### src/rtl/melody_sequencer_if.sv
// Control, song-ROM and beeper signals of the melody sequencer, grouped as one bus.
interface melody_sequencer_if;
    logic        play_start;
    logic        play_stop;
    logic        loop_en;
    logic [15:0] key_in;
    logic [4:0]  rom_addr;
    logic [7:0]  rom_data;
    logic [15:0] tone;
    logic        tone_en;
    logic        busy;
    logic        done;

    modport slave (
        input  play_start, play_stop, loop_en, key_in, rom_data,
        output rom_addr, tone, tone_en, busy, done
    );

    modport master (
        output play_start, play_stop, loop_en, key_in, rom_data,
        input  rom_addr, tone, tone_en, busy, done
    );
endinterface

### src/rtl/melody_sequencer.sv
// ROM-driven melody player with a live keyboard override that freezes song timing.
module melody_sequencer #(
    parameter int TICK_DIV  = 1200000,
    parameter int GAP_TICKS = 1
) (
    input  logic               clk_in,
    input  logic               rst_n_in,
    melody_sequencer_if.slave  bus
);
    localparam int             CW       = (TICK_DIV > 2) ? $clog2(TICK_DIV) : 1;
    localparam logic [CW-1:0]  CYC_LAST = CW'(TICK_DIV - 1);
    localparam logic [4:0]     GAP_LAST = 5'(GAP_TICKS - 1);

    typedef enum logic [1:0] {IDLE, FETCH, NOTE, GAP} state_t;

    state_t         r_state, w_state_nxt;
    logic [4:0]     r_addr, w_addr_nxt;
    logic [CW-1:0]  r_cyc, w_cyc_nxt;
    logic [4:0]     r_tick, w_tick_nxt;
    logic [3:0]     r_note, w_note_nxt;
    logic [4:0]     r_dur, w_dur_nxt;
    logic           r_done, w_done_nxt;
    logic [15:0]    r_tone, w_tone_src;
    logic           r_tone_en, w_en_src;
    logic           w_key_act;
    logic           w_cyc_last;

    assign w_key_act  = |bus.key_in;
    assign w_cyc_last = (r_cyc == CYC_LAST);

    always_ff @(posedge clk_in or negedge rst_n_in) begin
        if (!rst_n_in) begin
            r_state   <= IDLE;
            r_addr    <= '0;
            r_cyc     <= '0;
            r_tick    <= '0;
            r_note    <= '0;
            r_dur     <= '0;
            r_done    <= 1'b0;
            r_tone    <= '0;
            r_tone_en <= 1'b0;
        end else begin
            r_state   <= w_state_nxt;
            r_addr    <= w_addr_nxt;
            r_cyc     <= w_cyc_nxt;
            r_tick    <= w_tick_nxt;
            r_note    <= w_note_nxt;
            r_dur     <= w_dur_nxt;
            r_done    <= w_done_nxt;
            r_tone    <= w_tone_src;
            r_tone_en <= w_en_src;
        end
    end

    // Stop beats the keyboard freeze; everything else waits while a key is held.
    always_comb begin
        w_state_nxt = r_state;
        w_addr_nxt  = r_addr;
        w_cyc_nxt   = r_cyc;
        w_tick_nxt  = r_tick;
        w_note_nxt  = r_note;
        w_dur_nxt   = r_dur;
        w_done_nxt  = 1'b0;
        if (bus.play_stop && r_state != IDLE) begin
            w_state_nxt = IDLE;
            w_addr_nxt  = '0;
            w_cyc_nxt   = '0;
            w_tick_nxt  = '0;
        end else if (!w_key_act) begin
            case (r_state)
                IDLE: begin
                    if (bus.play_start && !bus.play_stop) begin
                        w_state_nxt = FETCH;
                        w_addr_nxt  = '0;
                    end
                end
                FETCH: begin
                    if (bus.rom_data[7:4] == 4'hF) begin
                        if (bus.loop_en) begin
                            w_addr_nxt = '0;
                        end else begin
                            w_state_nxt = IDLE;
                            w_done_nxt  = 1'b1;
                        end
                    end else begin
                        w_note_nxt  = bus.rom_data[7:4];
                        w_dur_nxt   = (bus.rom_data[3:0] == 4'd0) ? 5'd16 : {1'b0, bus.rom_data[3:0]};
                        w_state_nxt = NOTE;
                        w_cyc_nxt   = '0;
                        w_tick_nxt  = '0;
                    end
                end
                NOTE: begin
                    w_cyc_nxt = w_cyc_last ? '0 : r_cyc + 1'b1;
                    if (w_cyc_last) begin
                        if (r_tick == r_dur - 5'd1) begin
                            w_tick_nxt = '0;
                            if (GAP_TICKS != 0) begin
                                w_state_nxt = GAP;
                            end else begin
                                w_state_nxt = FETCH;
                                w_addr_nxt  = r_addr + 5'd1;
                            end
                        end else begin
                            w_tick_nxt = r_tick + 5'd1;
                        end
                    end
                end
                GAP: begin
                    w_cyc_nxt = w_cyc_last ? '0 : r_cyc + 1'b1;
                    if (w_cyc_last) begin
                        if (r_tick == GAP_LAST) begin
                            w_tick_nxt  = '0;
                            w_state_nxt = FETCH;
                            w_addr_nxt  = r_addr + 5'd1;
                        end else begin
                            w_tick_nxt = r_tick + 5'd1;
                        end
                    end
                end
                default: w_state_nxt = IDLE;
            endcase
        end
    end

    // Keyboard wins; x & -x isolates its lowest set bit.
    always_comb begin
        w_tone_src = '0;
        w_en_src   = 1'b0;
        if (w_key_act) begin
            w_tone_src = bus.key_in & (~bus.key_in + 16'd1);
            w_en_src   = 1'b1;
        end else if (r_state == NOTE && r_note != 4'd0) begin
            w_tone_src = 16'd1 << (r_note - 4'd1);
            w_en_src   = 1'b1;
        end
    end

    assign bus.rom_addr = r_addr;
    assign bus.tone     = r_tone;
    assign bus.tone_en  = r_tone_en;
    assign bus.busy     = (r_state != IDLE);
    assign bus.done     = r_done;
endmodule

### src/flat_wrapper.sv
// flat-port wrapper written by rule: the top's interface ports become plain ports
module melody_sequencer_flat 
#(
    parameter int TICK_DIV  = 1200000,
    parameter int GAP_TICKS = 1
)
  (clk_in, rst_n_in, bus_play_start, bus_play_stop, bus_loop_en, bus_key_in, bus_rom_data, bus_rom_addr, bus_tone, bus_tone_en, bus_busy, bus_done);
  melody_sequencer_if bus_i ();
  input  logic clk_in;
  input  logic rst_n_in;
  input wire logic [$bits(bus_i.play_start)-1:0] bus_play_start;
  input wire logic [$bits(bus_i.play_stop)-1:0] bus_play_stop;
  input wire logic [$bits(bus_i.loop_en)-1:0] bus_loop_en;
  input wire logic [$bits(bus_i.key_in)-1:0] bus_key_in;
  input wire logic [$bits(bus_i.rom_data)-1:0] bus_rom_data;
  output wire logic [$bits(bus_i.rom_addr)-1:0] bus_rom_addr;
  output wire logic [$bits(bus_i.tone)-1:0] bus_tone;
  output wire logic [$bits(bus_i.tone_en)-1:0] bus_tone_en;
  output wire logic [$bits(bus_i.busy)-1:0] bus_busy;
  output wire logic [$bits(bus_i.done)-1:0] bus_done;
  assign bus_i.play_start = bus_play_start;
  assign bus_i.play_stop = bus_play_stop;
  assign bus_i.loop_en = bus_loop_en;
  assign bus_i.key_in = bus_key_in;
  assign bus_i.rom_data = bus_rom_data;
  assign bus_rom_addr = bus_i.rom_addr;
  assign bus_tone = bus_i.tone;
  assign bus_tone_en = bus_i.tone_en;
  assign bus_busy = bus_i.busy;
  assign bus_done = bus_i.done;
  melody_sequencer #(.TICK_DIV(TICK_DIV), .GAP_TICKS(GAP_TICKS)) u_core (.clk_in(clk_in), .rst_n_in(rst_n_in), .bus(bus_i));
endmodule
### config.mk
export PLATFORM = sky130hd
export DESIGN_NAME = melody_sequencer_flat
export DESIGN_NICKNAME = d
export VERILOG_FILES = /design/src/rtl/melody_sequencer_if.sv /design/src/rtl/melody_sequencer.sv /design/src/flat_wrapper.sv
export SDC_FILE = /design/constraint.sdc
export NUM_CORES = 1
export LEC_CHECK = 0
export ABC_CLOCK_PERIOD_IN_PS = 3410
export CAP_MARGIN = 15
export CORE_ASPECT_RATIO = 0.6
export CORE_MARGIN = 2
export CORE_UTILIZATION = 54
export CTS_CLUSTER_DIAMETER = 150
export CTS_CLUSTER_SIZE = 12
export DETAILED_ROUTE_END_ITERATION = 8
export PLACE_DENSITY = 0.8
export SKIP_LAST_GASP = 1
export SLEW_MARGIN = 40
export SYNTH_ARGS = -nofsm -noshare
export SYNTH_HDL_FRONTEND = slang
export SYNTH_SLANG_ARGS = --single-unit
### constraint.sdc
create_clock -name clk_in -period 3.41 [get_ports clk_in]
set_clock_uncertainty 0.15 [all_clocks]
set_input_delay 0.5115 -clock clk_in [delete_from_list [all_inputs] [get_ports clk_in]]
set_output_delay 0.5115 -clock clk_in [all_outputs]
set_load 0.01 [all_outputs]
==> reports/results.tsv <==
metric	value	unit
GPL Wtd Cong	0.934	
post-synth top area share	0.450	
slew margin rel.	0.533	
status	completed	
top post-synthesis cells by area	dfrtp_1, o21ai_0, nand2_1, ha_1, mux2_2	
placement-stage cell area	3940	µm²
CP max FO	15	
CTS Buffer Depth	2	
first-pass GRT wire length	14100	µm
Clock Tree Root	clkbuf_8	
Post-synth top flop	dfrtp_1	
core area	6030	µm²
die height	64.9	µm
crit path DAT	2.98	ns
Mapped Nets	390	
clock sinks	60	
grt ovf	0	
number of max-cap violations	0	
commonest cells in the synthesized netlist	dfrtp_1, o21ai_0, nand2_1, nor2_1, inv_1	
endpoints failing setup	0	
CP startpoint	bus_key_in[2]	
DR iter-0 viols	318	
Post-Synthesis Cell Area	3330	µm²
CP Cell Sequence	clkdlybuf4s50_1 -> or4_1 -> nor2_4 -> a31oi_2 -> buf_4 -> nor4_1 -> xnor2_1 -> nor2_1	
via count	3005	
Ant. Diodes	0	
fin util	0.689	
Crit-path slowest cell	or4_1	
maximum VDD drop	0.000225	V
total track usage	0.268	
HP Start	u_core.r_cyc[1]$_DFFE_PN0P_	
synthesis-stage register bit count	60	
Routed WL	8500	µm
M1 WL	4330	µm
TritonCTS Buffers	9	
layout cells sized above 1	0.0969	
Die ar.	6840	µm²
P&R area growth vs syn	24.6	%
vias in the first global route	2673	
nets@finish	447	
Post-Syn Instances	352	
overall power	1.65	mW
CTS tree	done	
Worst-Skew Late Latency	0.34	ns
kind of critical path	input port to flop	
CP required	3.49	ns
row cnt	22	
cell taking the most area after synthesis	dfrtp_1	
Initial Util	0.553	
delay of the slowest cell on the worst path	0.62	ns
RSZ-0062 raised after global routing	false	
FF-to-FF Start	u_core.r_cyc[16]$_DFFE_PN0P_	
power density over cell area	398	nW/µm²
fin. max-slew vios	0	
worst slack, placed	0.183	ns
Buffers & Inverters on Critical Path	2	
H-tree level count	3	
Port Buf Inserts	52	
dpl hpwl	6310	µm
initial antenna violation count	0	
clock slew at reported path FFs	0.07	ns
Final Cell Area	4150	µm²
P_leak	1.73	nW
sequential area share after synthesis	0.450	
Tmin final	2.90	ns
top-count cell post-synth	dfrtp_1	
synth unique cells	57	
mean post-synth cell area	9.47	µm²
Setup TNS Final	0	ns
final worst-path cycle share	0.849	
crit end category	flop	
num ports	53	
WL met2	3370	µm
TritonRoute pass-1 iters	5	
CP top delay family	simple AND/OR/NAND/NOR gates	
FFs w/ async S/R, synth	1.00	
width of the die	105	µm
final worst setup slack	0.515	ns
Top Layer Used	met4	
drt wl/cell	17.1	µm
Max Clock Freq	345	MHz
Residual DRC	0	
Least-Margin Pin Slew	0.692	ns
min-delay worst type	flop to flop	
Post-synth EDFFs	0	
routed length on met3	683	µm
largest net degree at the start of global routing	46	
Post-DRT Antenna Nets	0	
drt via density	6.05	
Yosys warnings	0	
Fin. Hold Viols	0	
kind of start point of the critical path	input port	
[layer usage]
metal / up-vias / global-route usage
met1: 1454 / 0.424
met5: - / 0
met4: 0 / 0.0633
li1: 1407 / -
met3: 15 / 0.0584
met2: 129 / 0.369
[flip-flops by register name (all words and copies together) (netlist names)]
name,flops
u_core.r_cyc,21
u_core.bus.tone,16
u_core.bus.rom_addr,5
u_core.r_dur,5
u_core.r_tick,5
u_core.r_note,4
u_core.r_state,2
u_core.bus.done,1
u_core.bus.tone_en,1
[path summary, 6_finish.rpt]
kind                                                  to  slack (ns)  cells past startpoint
min in group asynchronous   u_core.r_cyc[15]$_DFFE_PN0P_        0.48                      2
setup reg to reg            u_core.r_tick[3]$_DFFE_PN0P_        0.55                      6
setup / recovery            u_core.r_cyc[20]$_DFFE_PN0P_        0.51                      8
hold / removal               u_core.r_cyc[1]$_DFFE_PN0P_        0.37                      2
hold reg to reg              u_core.r_cyc[1]$_DFFE_PN0P_        0.37                      2
max in group asynchronous  u_core.bus.tone[10]$_DFF_PN0_        1.72                      3
[power by group]
part	internal (mW)	switching [mW]
Clock	0.394	0.261
Sequential	0.721	0.00638
Combinational	0.105	0.166
[through the flow]
step | hold WS, ns | std cells
final | 0.366 | 497
after floorplan | 0.0659 | 352
after CTS | 0.369 | 497
after global placement | 0.300 | 481
after detailed placement | 0.313 | 481
after global routing | 0.407 | 497
[kinds of logic (layout without fill, tap and decap cells)]
family,Yosys count,after routing,synth area share
muxes,10,10,0.0334
xor gates and xnor gates,11,11,0.0289
adders and majority gates,9,9,0.0338
DFF,60,60,0.450
buffers and inverters,32,93,0.0402
AOI/OAI and AO/OA,83,83,0.160
and+or+nand+nor,147,147,0.253
[final cells by class]
| type | count | area, µm² |
|---|---|---|
| multi-input combinational | 260 | 1700 |
| inverter | 18 | 67.6 |
| sequential | 60 | 1500 |
| clock inverter | 1 | 30.0 |
| timing repair buffer | 60 | 578 |
| clock buffer | 14 | 173 |
| fill | 472 | 1880 |
| tap | 84 | 105 |
[layout by cell type, fill, tap and decap left out, types with 10 or more instances in the layout]
cell	count
dfrtp_1	60
clkdlybuf4s50_1	51
o21ai_0	34
nand2_1	33
nor2_1	25
inv_1	18
nand3_1	15
clkbuf_8	12
nand4_1	10
o31ai_1	10
[worst register-to-register path, delay by kind of cell, from the launching register on]
kind,cells,cell delay [ns]
and+or+nand+nor,4,1.54
AOI/OAI and AO/OA,2,0.66
DFF,1,0.44
[repair_timing]
action	in CTS	in global routing
setup buffers	0	0
resized for setup	0	0
endpoints found under the setup margin	0	0
hold buffers	1	0
hold endpoints to repair	15	0
Note: power is estimated with default switching activity, not from simulation.
